**src/rtl/deskew_sched.sv**
```systemverilog
// deskew_sched: sequencer and BRAM-port arbiter for the deskew engine.
// The host owns the single image BRAM port while idle, done or in error.
// A host start launches the engine with a one-cycle ds_start pulse. The
// engine then owns the port until it signals ready again.
// Ports:
//   clk, reset (async, active-low)
//   host_start/host_ack                host control
//   busy/done/err/img_cnt              host status
//   h_address/h_wdata/h_en/h_we        host BRAM request
//   h_gnt/h_rdata/h_rvalid             host grant and read data
//   ds_start/ds_ready                  engine handshake
//   ds_address/ds_out_data/ds_en/ds_we engine BRAM request
//   ds_in_data                         engine read data
//   mem_address/mem_wdata/mem_en/mem_we/mem_rdata  BRAM port
// Optional: define DESKEW_SCHED_PERF_EN to add the run_cycles output.
module deskew_sched #(
  parameter int unsigned WIDTH    = 16,
  parameter int unsigned ADDR_W   = 11,
  parameter int unsigned MAX_WAIT = 8,
  parameter int unsigned CNT_W    = 16
) (
  input  logic              clk,
  input  logic              reset,
  input  logic              host_start,
  input  logic              host_ack,
  output logic              busy,
  output logic              done,
  output logic              err,
  output logic [CNT_W-1:0]  img_cnt,
  input  logic [ADDR_W-1:0] h_address,
  input  logic [WIDTH-1:0]  h_wdata,
  input  logic              h_en,
  input  logic              h_we,
  output logic              h_gnt,
  output logic [WIDTH-1:0]  h_rdata,
  output logic              h_rvalid,
  output logic              ds_start,
  input  logic              ds_ready,
  input  logic [ADDR_W-1:0] ds_address,
  input  logic [WIDTH-1:0]  ds_out_data,
  input  logic              ds_en,
  input  logic              ds_we,
  output logic [WIDTH-1:0]  ds_in_data,
  output logic [ADDR_W-1:0] mem_address,
  output logic [WIDTH-1:0]  mem_wdata,
  output logic              mem_en,
  output logic              mem_we,
  input  logic [WIDTH-1:0]  mem_rdata
`ifdef DESKEW_SCHED_PERF_EN
  ,
  output logic [CNT_W-1:0]  run_cycles
`endif
);

  localparam int unsigned     WAIT_W    = (MAX_WAIT > 1) ? $clog2(MAX_WAIT) : 1;
  localparam logic [WAIT_W-1:0] WAIT_LAST = WAIT_W'(MAX_WAIT - 1);

  typedef enum logic [2:0] {
    S_IDLE     = 3'd0,
    S_KICK     = 3'd1,
    S_ACK_WAIT = 3'd2,
    S_RUN      = 3'd3,
    S_DONE     = 3'd4,
    S_ERR      = 3'd5
  } state_t;

  state_t             r_state;
  state_t             w_state_nxt;
  logic [WAIT_W-1:0]  r_wait_cnt;
  logic [WAIT_W-1:0]  w_wait_nxt;
  logic [CNT_W-1:0]   r_img_cnt;
  logic [CNT_W-1:0]   w_img_nxt;
  logic               r_ds_start;
  logic               r_done;
  logic               r_err;
  logic               r_h_gnt;
  logic               r_eng;        // engine phase: KICK, ACK_WAIT or RUN
  logic               r_follow;     // IDLE or DONE: busy mirrors !ds_ready
  logic               r_h_rvalid;
  logic               w_ds_start_nxt;
  logic               w_done_nxt;
  logic               w_err_nxt;
  logic               w_gnt_nxt;
  logic               w_eng_nxt;
  logic               w_follow_nxt;

  // Next-state logic plus decode of the registered Moore outputs
  always_comb begin
    w_state_nxt = r_state;
    w_wait_nxt  = r_wait_cnt;
    w_img_nxt   = r_img_cnt;
    case (r_state)
      S_IDLE: begin
        if (host_start && ds_ready) w_state_nxt = S_KICK;
      end
      S_KICK: begin
        w_wait_nxt  = '0;
        w_state_nxt = S_ACK_WAIT;
      end
      S_ACK_WAIT: begin
        if (!ds_ready)                    w_state_nxt = S_RUN;
        else if (r_wait_cnt == WAIT_LAST) w_state_nxt = S_ERR;
        else                              w_wait_nxt  = r_wait_cnt + WAIT_W'(1);
      end
      S_RUN: begin
        if (ds_ready) begin
          w_state_nxt = S_DONE;
          w_img_nxt   = r_img_cnt + CNT_W'(1);
        end
      end
      S_DONE: begin
        // A new start takes priority over a simultaneous acknowledge
        if (host_start && ds_ready) w_state_nxt = S_KICK;
        else if (host_ack)          w_state_nxt = S_IDLE;
      end
      S_ERR: begin
        if (host_ack) w_state_nxt = S_IDLE;
      end
      default: w_state_nxt = S_IDLE;
    endcase

    w_ds_start_nxt = (w_state_nxt == S_KICK);
    w_done_nxt     = (w_state_nxt == S_DONE);
    w_err_nxt      = (w_state_nxt == S_ERR);
    w_gnt_nxt      = (w_state_nxt == S_IDLE) || (w_state_nxt == S_DONE) ||
                     (w_state_nxt == S_ERR);
    w_eng_nxt      = (w_state_nxt == S_KICK) || (w_state_nxt == S_ACK_WAIT) ||
                     (w_state_nxt == S_RUN);
    w_follow_nxt   = (w_state_nxt == S_IDLE) || (w_state_nxt == S_DONE);
  end

  // State register and registered outputs
  always_ff @(posedge clk or negedge reset) begin
    if (!reset) begin
      r_state    <= S_IDLE;
      r_wait_cnt <= '0;
      r_img_cnt  <= '0;
      r_ds_start <= 1'b0;
      r_done     <= 1'b0;
      r_err      <= 1'b0;
      r_h_gnt    <= 1'b1;
      r_eng      <= 1'b0;
      r_follow   <= 1'b1;
      r_h_rvalid <= 1'b0;
    end else begin
      r_state    <= w_state_nxt;
      r_wait_cnt <= w_wait_nxt;
      r_img_cnt  <= w_img_nxt;
      r_ds_start <= w_ds_start_nxt;
      r_done     <= w_done_nxt;
      r_err      <= w_err_nxt;
      r_h_gnt    <= w_gnt_nxt;
      r_eng      <= w_eng_nxt;
      r_follow   <= w_follow_nxt;
      r_h_rvalid <= h_en & ~h_we & r_h_gnt;
    end
  end

`ifdef DESKEW_SCHED_PERF_EN
  logic [CNT_W-1:0] r_run_cycles;

  // Run length: cleared on launch, saturating count while the engine owns the port
  always_ff @(posedge clk or negedge reset) begin
    if (!reset) begin
      r_run_cycles <= '0;
    end else begin
      case (r_state)
        S_KICK:            r_run_cycles <= '0;
        S_ACK_WAIT, S_RUN: if (r_run_cycles != '1) r_run_cycles <= r_run_cycles + CNT_W'(1);
        default:           r_run_cycles <= r_run_cycles;
      endcase
    end
  end

  assign run_cycles = r_run_cycles;
`endif

  // BRAM port mux; host requests without grant are simply dropped
  assign mem_address = r_h_gnt ? h_address : ds_address;
  assign mem_wdata   = r_h_gnt ? h_wdata   : ds_out_data;
  assign mem_en      = r_h_gnt ? h_en      : ds_en;
  assign mem_we      = r_h_gnt ? h_we      : ds_we;

  assign h_rdata    = mem_rdata;
  assign ds_in_data = mem_rdata;
  assign h_rvalid   = r_h_rvalid;
  assign h_gnt      = r_h_gnt;
  assign ds_start   = r_ds_start;
  assign done       = r_done;
  assign err        = r_err;
  assign img_cnt    = r_img_cnt;
  assign busy       = r_eng | (r_follow & ~ds_ready);

endmodule

```
**config.mk**
```make
export PLATFORM = sky130hd
export DESIGN_NAME = deskew_sched
export DESIGN_NICKNAME = d
export VERILOG_FILES = /design/src/rtl/deskew_sched.sv
export SDC_FILE = /design/constraint.sdc
export NUM_CORES = 1
export LEC_CHECK = 0
export BUFFER_PORTS_ARGS = -buffer_cell sky130_fd_sc_hd__buf_2
export CAP_MARGIN = 15
export CORE_MARGIN = 4
export CORE_UTILIZATION = 43
export CTS_BUF_LIST = sky130_fd_sc_hd__clkbuf_4
export DETAILED_ROUTE_END_ITERATION = 7
export HOLD_SLACK_MARGIN = 0.15
export PLACE_DENSITY = 0.88
export SYNTH_ARGS = -nofsm -noshare
export SYNTH_HDL_FRONTEND = slang
export SYNTH_SLANG_ARGS = --single-unit
```
**constraint.sdc**
```tcl
create_clock -name clk -period 4 [get_ports clk]
set_input_delay 0.8 -clock clk [delete_from_list [all_inputs] [get_ports clk]]
set_output_delay 0.8 -clock clk [all_outputs]
set_load 0.01 [all_outputs]
```
==> flow_metrics.env, run 1 <==
export IMPL_synthSimpleGateAreaFrac=0.160
export IMPL_synth_cells=193
export IMPL_h_tree_depth=2
export IMPL_synthMuxAreaShare=0.182
export IMPL_core_um2=4380
export IMPL_clock_latency_ps=320
export IMPL_synth_nets=275
export IMPL_cts_sinks=29
export IMPL_drc=0
export IMPL_synth_top_family_by_area="multiplexers"
export IMPL_pwr_share_clk=0.138
export IMPL_hp_class="reg2reg"
export IMPL_root_buffer="clkbuf_4"
export IMPL_seqPwrFrac=0.409
export IMPL_tightest_slew_ps=650
export IMPL_port_buffers=113
export IMPL_floorplan_initialDensity=0.448
export IMPL_drive_above_1_share=0.566
export IMPL_intPower_uw=722
export IMPL_postLayoutCoreUtil=0.539
export IMPL_area_growth_syn_to_layout_pct=20.3
export IMPL_synth_cell_types=36
export IMPL_critPathTopFamily="flip-flops"
export IMPL_drtPass1Iterations=5
export IMPL_cts_buffers=5
export IMPL_fin_nets=356
export IMPL_yosysWarnings=0
export IMPL_dp_hpwl_um=4200
export IMPL_synth_compound_area_frac=0.0477
export IMPL_synth_ff_type="dfrtp_1"
export IMPL_die_y_um=75.6
export IMPL_period_share=0.663
export IMPL_relSlewSlack=0.566
export IMPL_rsz0062_at_grt="false"
export IMPL_holdBufCountCts=0
export IMPL_cp_end_kind="primary output"
export IMPL_post_cts_resized=0
export IMPL_synth_seq_cells=29
export IMPL_cp_slowest_cell="dfstp_2"
export IMPL_cts_tree="yes"
export IMPL_worstPathArrival_ps=1850
export IMPL_grt_max_degree=32
export IMPL_switchingPower_uw=459
export IMPL_whs_ps=471
export IMPL_syn_area_um2=1970
export IMPL_min_period_ps=2650
export IMPL_vias=1610
export IMPL_place_congestion=0.904
export IMPL_final_cell_mix="113 x buf_2, 30 x mux2_2, 27 x dfrtp_1"
export IMPL_cp_start_kind="register"
export IMPL_outcome="completed"
export IMPL_critical_path_class="reg2out"
export IMPL_die_x_um=75.6
export IMPL_max_freq_mhz=377
export IMPL_die_area_um2=5720
export IMPL_grt_first_pass_wirelength_um=7090
export IMPL_synth_adder_area_share=0.0191
export IMPL_ir_worst_vdd_mv=0.235
export IMPL_synth_xor_area_frac=0.0668
export IMPL_p_total_mw=1.18
export IMPL_critPathBufInv=1
export IMPL_boundaryPins=162
export IMPL_antenna_found_initial=0
export IMPL_overflow=0
export IMPL_clock_skew_ps=9.07
export IMPL_drv_cap=0
export IMPL_setup_viol_count_final=0
export IMPL_row_count=24
export IMPL_critPathMaxFanout=31
export IMPL_hold_viol_final=0
export IMPL_comb_power_share=0.453
export IMPL_path_cells="mux2_2, buf_2"
export IMPL_yosysSeqAreaShare=0.370
export IMPL_synth_edf_count=0
export IMPL_cts_path_max_buffers=2
export IMPL_antenna_left=0
export IMPL_synth_avg_cell_area_um2=10.2
export IMPL_critPathMaxStageDelay_ps=960
export IMPL_fin_tns_setup_ps=0
export IMPL_path_clk_slew_ps=80
export IMPL_viasPerCell=4.94
export IMPL_p_leak_nw=1.27
export IMPL_synthArstFlopShare=1.00
export IMPL_routed_wl_um=5080
export IMPL_diodes=0
export IMPL_wl_per_cell_um=15.6
export IMPL_drtIter0Drc=80
export IMPL_num_fill_cells=394
export IMPL_grt_pass1_vias=1517
export IMPL_switching_share=0.389
export IMPL_required_ps=3200
export IMPL_power_density_nw_per_um2=500
export IMPL_grt_use_total=0.164
export IMPL_postCtsSetupRepairBufs=0
export IMPL_report_final_slew_viol_count=0
export IMPL_final_common_cell="buf_2"
[cells by family (layout without fill, tap and decap cells)]
kind of cell             count (synthesis)  count (layout)
AND/OR/NAND/NOR                         54              54
XOR/XNOR                                15              15
flip-flops                              29              29
multiplexers                            32              32
adder cells (fa/ha/maj)                  3               3
buffers and inverters                   45             126
AO/OA/AOI/OAI                           15              15
[flip-flops by register name, indices dropped and copies added (netlist names)]
register    flops
r_eng           1
done            1
img_cnt        16
err             1
h_gnt           1
r_follow        1
r_state         3
r_wait_cnt      3
ds_start        1
h_rvalid        1
[synthesized netlist by cell type (all sizes together) (3+ instances only)]
library cell,n,share of area
clkbuf,3,0.0057
xor2,7,0.031
inv,6,0.011
xnor2,8,0.036
nor2,9,0.017
buf,36,0.14
dfrtp,27,0.34
mux2,30,0.17
nand4,3,0.0095
o21ai,3,0.0076
nor3,7,0.020
ha,3,0.019
nand3,9,0.023
nand2,13,0.025
a21oi,6,0.015
[power groups by stage]
stage	registers (mW)	logic, mW	clock network (mW)
after detailed placement	0.489	0.540	0
after CTS	0.483	0.543	0.171
final	0.483	0.535	0.163
after global routing	0.499	0.591	0.182
after floorplan	0.417	0.449	0
after global placement	0.482	0.531	0
[worst reg2reg max path: stages (launching register included)]
cell and delay [ps]:
dfrtp_1 400, ha_1 210, ha_1 210, nor2_1 120
nand3_1 90, a21oi_1 350, mux2_2 380
[cell type report]
class	instances	area [µm²]	share of cell area
clock inverters	1	3.75	0.00159
clock buffers	6	45.0	0.0190
repair buffers	113	566	0.239
well taps	52	65.1	0.0275
multi-input cells	119	935	0.395
flip-flops and latches	29	728	0.308
inverters	6	22.5	0.00952
[worst paths after layout]
path	from	endpoint	slack, ps	cells after the start
worst max-delay path	h_gnt$_DFF_PN1_	mem_wdata[13]	1350	2
worst min-delay path	img_cnt[15]$_DFFE_PN0P_	img_cnt[15]$_DFFE_PN0P_	470	1
worst max register to register	r_wait_cnt[0]$_DFFE_PN0P_	r_wait_cnt[0]$_DFFE_PN0P_	2130	6
worst min register to register	img_cnt[15]$_DFFE_PN0P_	img_cnt[15]$_DFFE_PN0P_	470	1
max in group asynchronous	reset	r_state[2]$_DFF_PN0_	3100	1
min in group asynchronous	reset	img_cnt[8]$_DFFE_PN0P_	490	1
[per-layer routing]
metal	vias up	wire, µm	global-route usage
li1	795	-	-
met1	746	2020	0.207
met2	58	2540	0.253
met3	11	477	0.0726
met4	0	39	0.0485
met5	-	0	0
[through the flow]
step           std cells  area, µm²  worst slack, ps
3_5_place_dp         319       2320             1700
4_1_cts              326       2360             1340
6_report             326       2360             1350
5_1_grt              326       2360             1270
2_1_floorplan        193       1970             1910
3_3_place_gp         319       2320             1720
Note: power is estimated with default switching activity, not from simulation.
==> inputs of run 2 (changes only) <==
--- a/config.mk
+++ b/config.mk
@@ -5,14 +5,15 @@
 export SDC_FILE = /design/constraint.sdc
 export NUM_CORES = 1
 export LEC_CHECK = 0
+export ABC_AREA = 1
 export BUFFER_PORTS_ARGS = -buffer_cell sky130_fd_sc_hd__buf_2
 export CAP_MARGIN = 15
 export CORE_MARGIN = 4
-export CORE_UTILIZATION = 43
+export CORE_UTILIZATION = 41
 export CTS_BUF_LIST = sky130_fd_sc_hd__clkbuf_4
 export DETAILED_ROUTE_END_ITERATION = 7
 export HOLD_SLACK_MARGIN = 0.15
-export PLACE_DENSITY = 0.88
+export PLACE_DENSITY = 0.83
 export SYNTH_ARGS = -nofsm -noshare
 export SYNTH_HDL_FRONTEND = slang
 export SYNTH_SLANG_ARGS = --single-unit
==> constraint.sdc (replaced) <==
create_clock -name clk -period 2.7 [get_ports clk]
set_input_delay 0.54 -clock clk [delete_from_list [all_inputs] [get_ports clk]]
set_output_delay 0.54 -clock clk [all_outputs]
set_load 0.01 [all_outputs]
==> flow_metrics.env, run 2 <==
export IMPL_outcome="completed"
export IMPL_post_cts_resized=0
export IMPL_p_total_mw=1.95
export IMPL_critical_path_class="reg2out"
export IMPL_dp_slack_ps=875
export IMPL_max_freq_mhz=462
export IMPL_fin_nets=475
export IMPL_clock_skew_ps=8.09
export IMPL_path_clk_slew_ps=90
export IMPL_die_y_um=79.2
export IMPL_synth_largest_area_cell="dfrtp_1"
export IMPL_row_count=25
export IMPL_power_density_nw_per_um2=778
export IMPL_core_um2=4820
export IMPL_drive_above_1_share=0.338
export IMPL_die_x_um=79.2
export IMPL_cp_common_cell="nand2_1"
export IMPL_drv_cap=0
export IMPL_synth_cells=311
export IMPL_synth_nets=393
export IMPL_dp_hpwl_um=4830
export IMPL_drtPass1Iterations=4
export IMPL_viasPerCell=4.64
export IMPL_num_fill_cells=516
export IMPL_grt_max_degree=31
export IMPL_min_period_ps=2160
export IMPL_yosysWarnings=0
export IMPL_cp_slowest_cell="inv_1"
export IMPL_antenna_found_initial=0
export IMPL_reg2reg_to="r_wait_cnt[0]$_DFFE_PN0P_"
export IMPL_period_share=0.801
export IMPL_required_ps=2160
export IMPL_diodes=0
export IMPL_fin_cells=461
export IMPL_critPathMaxStageDelay_ps=570
export IMPL_tightest_slew_ps=793
export IMPL_path_cells="inv_1, nand2_1, nand2_1, buf_2"
export IMPL_syn_area_um2=2080
export IMPL_synth_seq_cells=29
export IMPL_drc=0
export IMPL_cts_path_max_buffers=2
export IMPL_ff2ff_setup_slack_ps=1130
export IMPL_largest_register_ffs=16
export IMPL_wl_per_cell_um=12.7
export IMPL_root_buffer="clkbuf_4"
export IMPL_hp_class="in2async"
export IMPL_synthTopCellsByCount="143 x nand2_1, 32 x buf_4, 28 x inv_1"
export IMPL_cts_tree="yes"
export IMPL_synth_adder_area_share=0.0180
export IMPL_synthMuxAreaShare=0
export IMPL_synth_area_leaders="dfrtp_1 32%, nand2_1 26%, buf_4 12%"
export IMPL_boundaryPins=162
export IMPL_ir_worst_vdd_mv=0.381
export IMPL_port_buffers=113
export IMPL_holdBufCountCts=0
export IMPL_grt_use_total=0.183
export IMPL_dp_cells=453
export IMPL_synth_compound_area_frac=0.0253
export IMPL_synthArstFlopShare=1.00
export IMPL_h_tree_depth=2
export IMPL_synth_edf_count=0
export IMPL_synthSimpleGateAreaFrac=0.374
export IMPL_multiInputGateArea_um2=963
export IMPL_fin_tns_setup_ps=0
export IMPL_grt_pass1_vias=2035
export IMPL_clock_latency_ps=330
export IMPL_cp_startpoint="h_gnt$_DFF_PN1_"
export IMPL_die_area_um2=6280
export IMPL_vias=2141
export IMPL_cts_sinks=29
export IMPL_setup_viol_count_final=0
export IMPL_postCtsSetupRepairBufs=0
export IMPL_cts_buffers=5
export IMPL_antenna_left=0
export IMPL_rsz0062_at_grt="false"
export IMPL_floorplan_initialDensity=0.432
export IMPL_overflow=0
export IMPL_reg2reg_depth=8
export IMPL_yosysMostFrequentCell="nand2_1"
export IMPL_yosys_area_top_type_share=0.325
export IMPL_hold_viol_final=0
export IMPL_routed_wl_um=5860
export IMPL_p_leak_nw=1.54
export IMPL_synth_top_family_by_area="simple AND/OR/NAND/NOR gates"
export IMPL_final_cell_mix="143 x nand2_1, 113 x buf_2, 28 x inv_1"
export IMPL_worstPathArrival_ps=1620
export IMPL_area_growth_syn_to_layout_pct=20.7
export IMPL_synth_xor_area_frac=0.0457
export IMPL_relSlewSlack=0.471
export IMPL_cp_end_kind="primary output"
export IMPL_timing_rr_start="r_wait_cnt[0]$_DFFE_PN0P_"
export IMPL_synth_avg_cell_area_um2=6.69
export IMPL_yosysSeqAreaShare=0.350
export IMPL_synth_cell_types=28
export IMPL_critPathMaxFanout=29
export IMPL_seqCellArea_um2=728
export IMPL_drtIter0Drc=73
export IMPL_final_common_cell="nand2_1"
export IMPL_grt_first_pass_wirelength_um=9200
export IMPL_synth_ff_type="dfrtp_1"
export IMPL_setup_ws_ps=537
export IMPL_report_final_slew_viol_count=0
export IMPL_place_congestion=0.790
export IMPL_cp_start_kind="register"
export IMPL_whs_ps=225
[run 2: layer usage]
| layer | wire length [µm] | global-route usage | up-vias |
|---|---|---|---|
| li1 | - | - | 1074 |
| met1 | 2230 | 0.191 | 953 |
| met2 | 2930 | 0.335 | 106 |
| met3 | 631 | 0.0692 | 8 |
| met4 | 80 | 0.0619 | 0 |
| met5 | 0 | 0 | - |
[run 2: cell type report]
cell class	instances	area share
multi-input combinational	213	0.384
sequential	29	0.290
timing repair buffer	114	0.228
inverter	30	0.0448
tap	67	0.0334
clock buffer	5	0.0149
clock inverter	3	0.00498
[run 2: kinds of logic (layout without fill, tap and decap cells)]
| family | Yosys count | after routing |
|---|---|---|
| xor gates and xnor gates | 10 | 10 |
| DFF | 29 | 29 |
| buffers and inverters | 69 | 152 |
| adders and majority gates | 3 | 3 |
| and+or+nand+nor | 190 | 190 |
| AOI/OAI and AO/OA | 10 | 10 |
[run 2: worst max-delay path by stage]
stage	endpoint	slack, ps	depth (start not counted)
global placement	mem_we	890	4
CTS	mem_we	510	4
finish	mem_we	540	4
detailed placement	mem_we	880	4
global route	mem_address[7]	380	4
floorplan	mem_wdata[10]	960	4
[run 2: stage by stage]
step | area, µm² | utilization
2_1_floorplan | 2080 | -
3_3_place_gp | 2460 | 0.511
3_5_place_dp | 2460 | 0.511
4_1_cts | 2510 | 0.521
5_1_grt | 2510 | 0.521
6_report | 2510 | 0.521
[run 2: where the power goes]
| group | leakage [nW] | internal, mW | switching, mW |
|---|---|---|---|
| logic | 1.14 | 0.386 | 0.684 |
| registers | 0.369 | 0.550 | 0.0988 |
| clock network | 0.0300 | 0.0937 | 0.141 |
[run 2: critical path, delay by kind of cell (launching register included)]
kind / cells / cell delay [ps]
flip-flops: 1 / 370
buffers and inverters: 2 / 690
AND/OR/NAND/NOR: 2 / 240
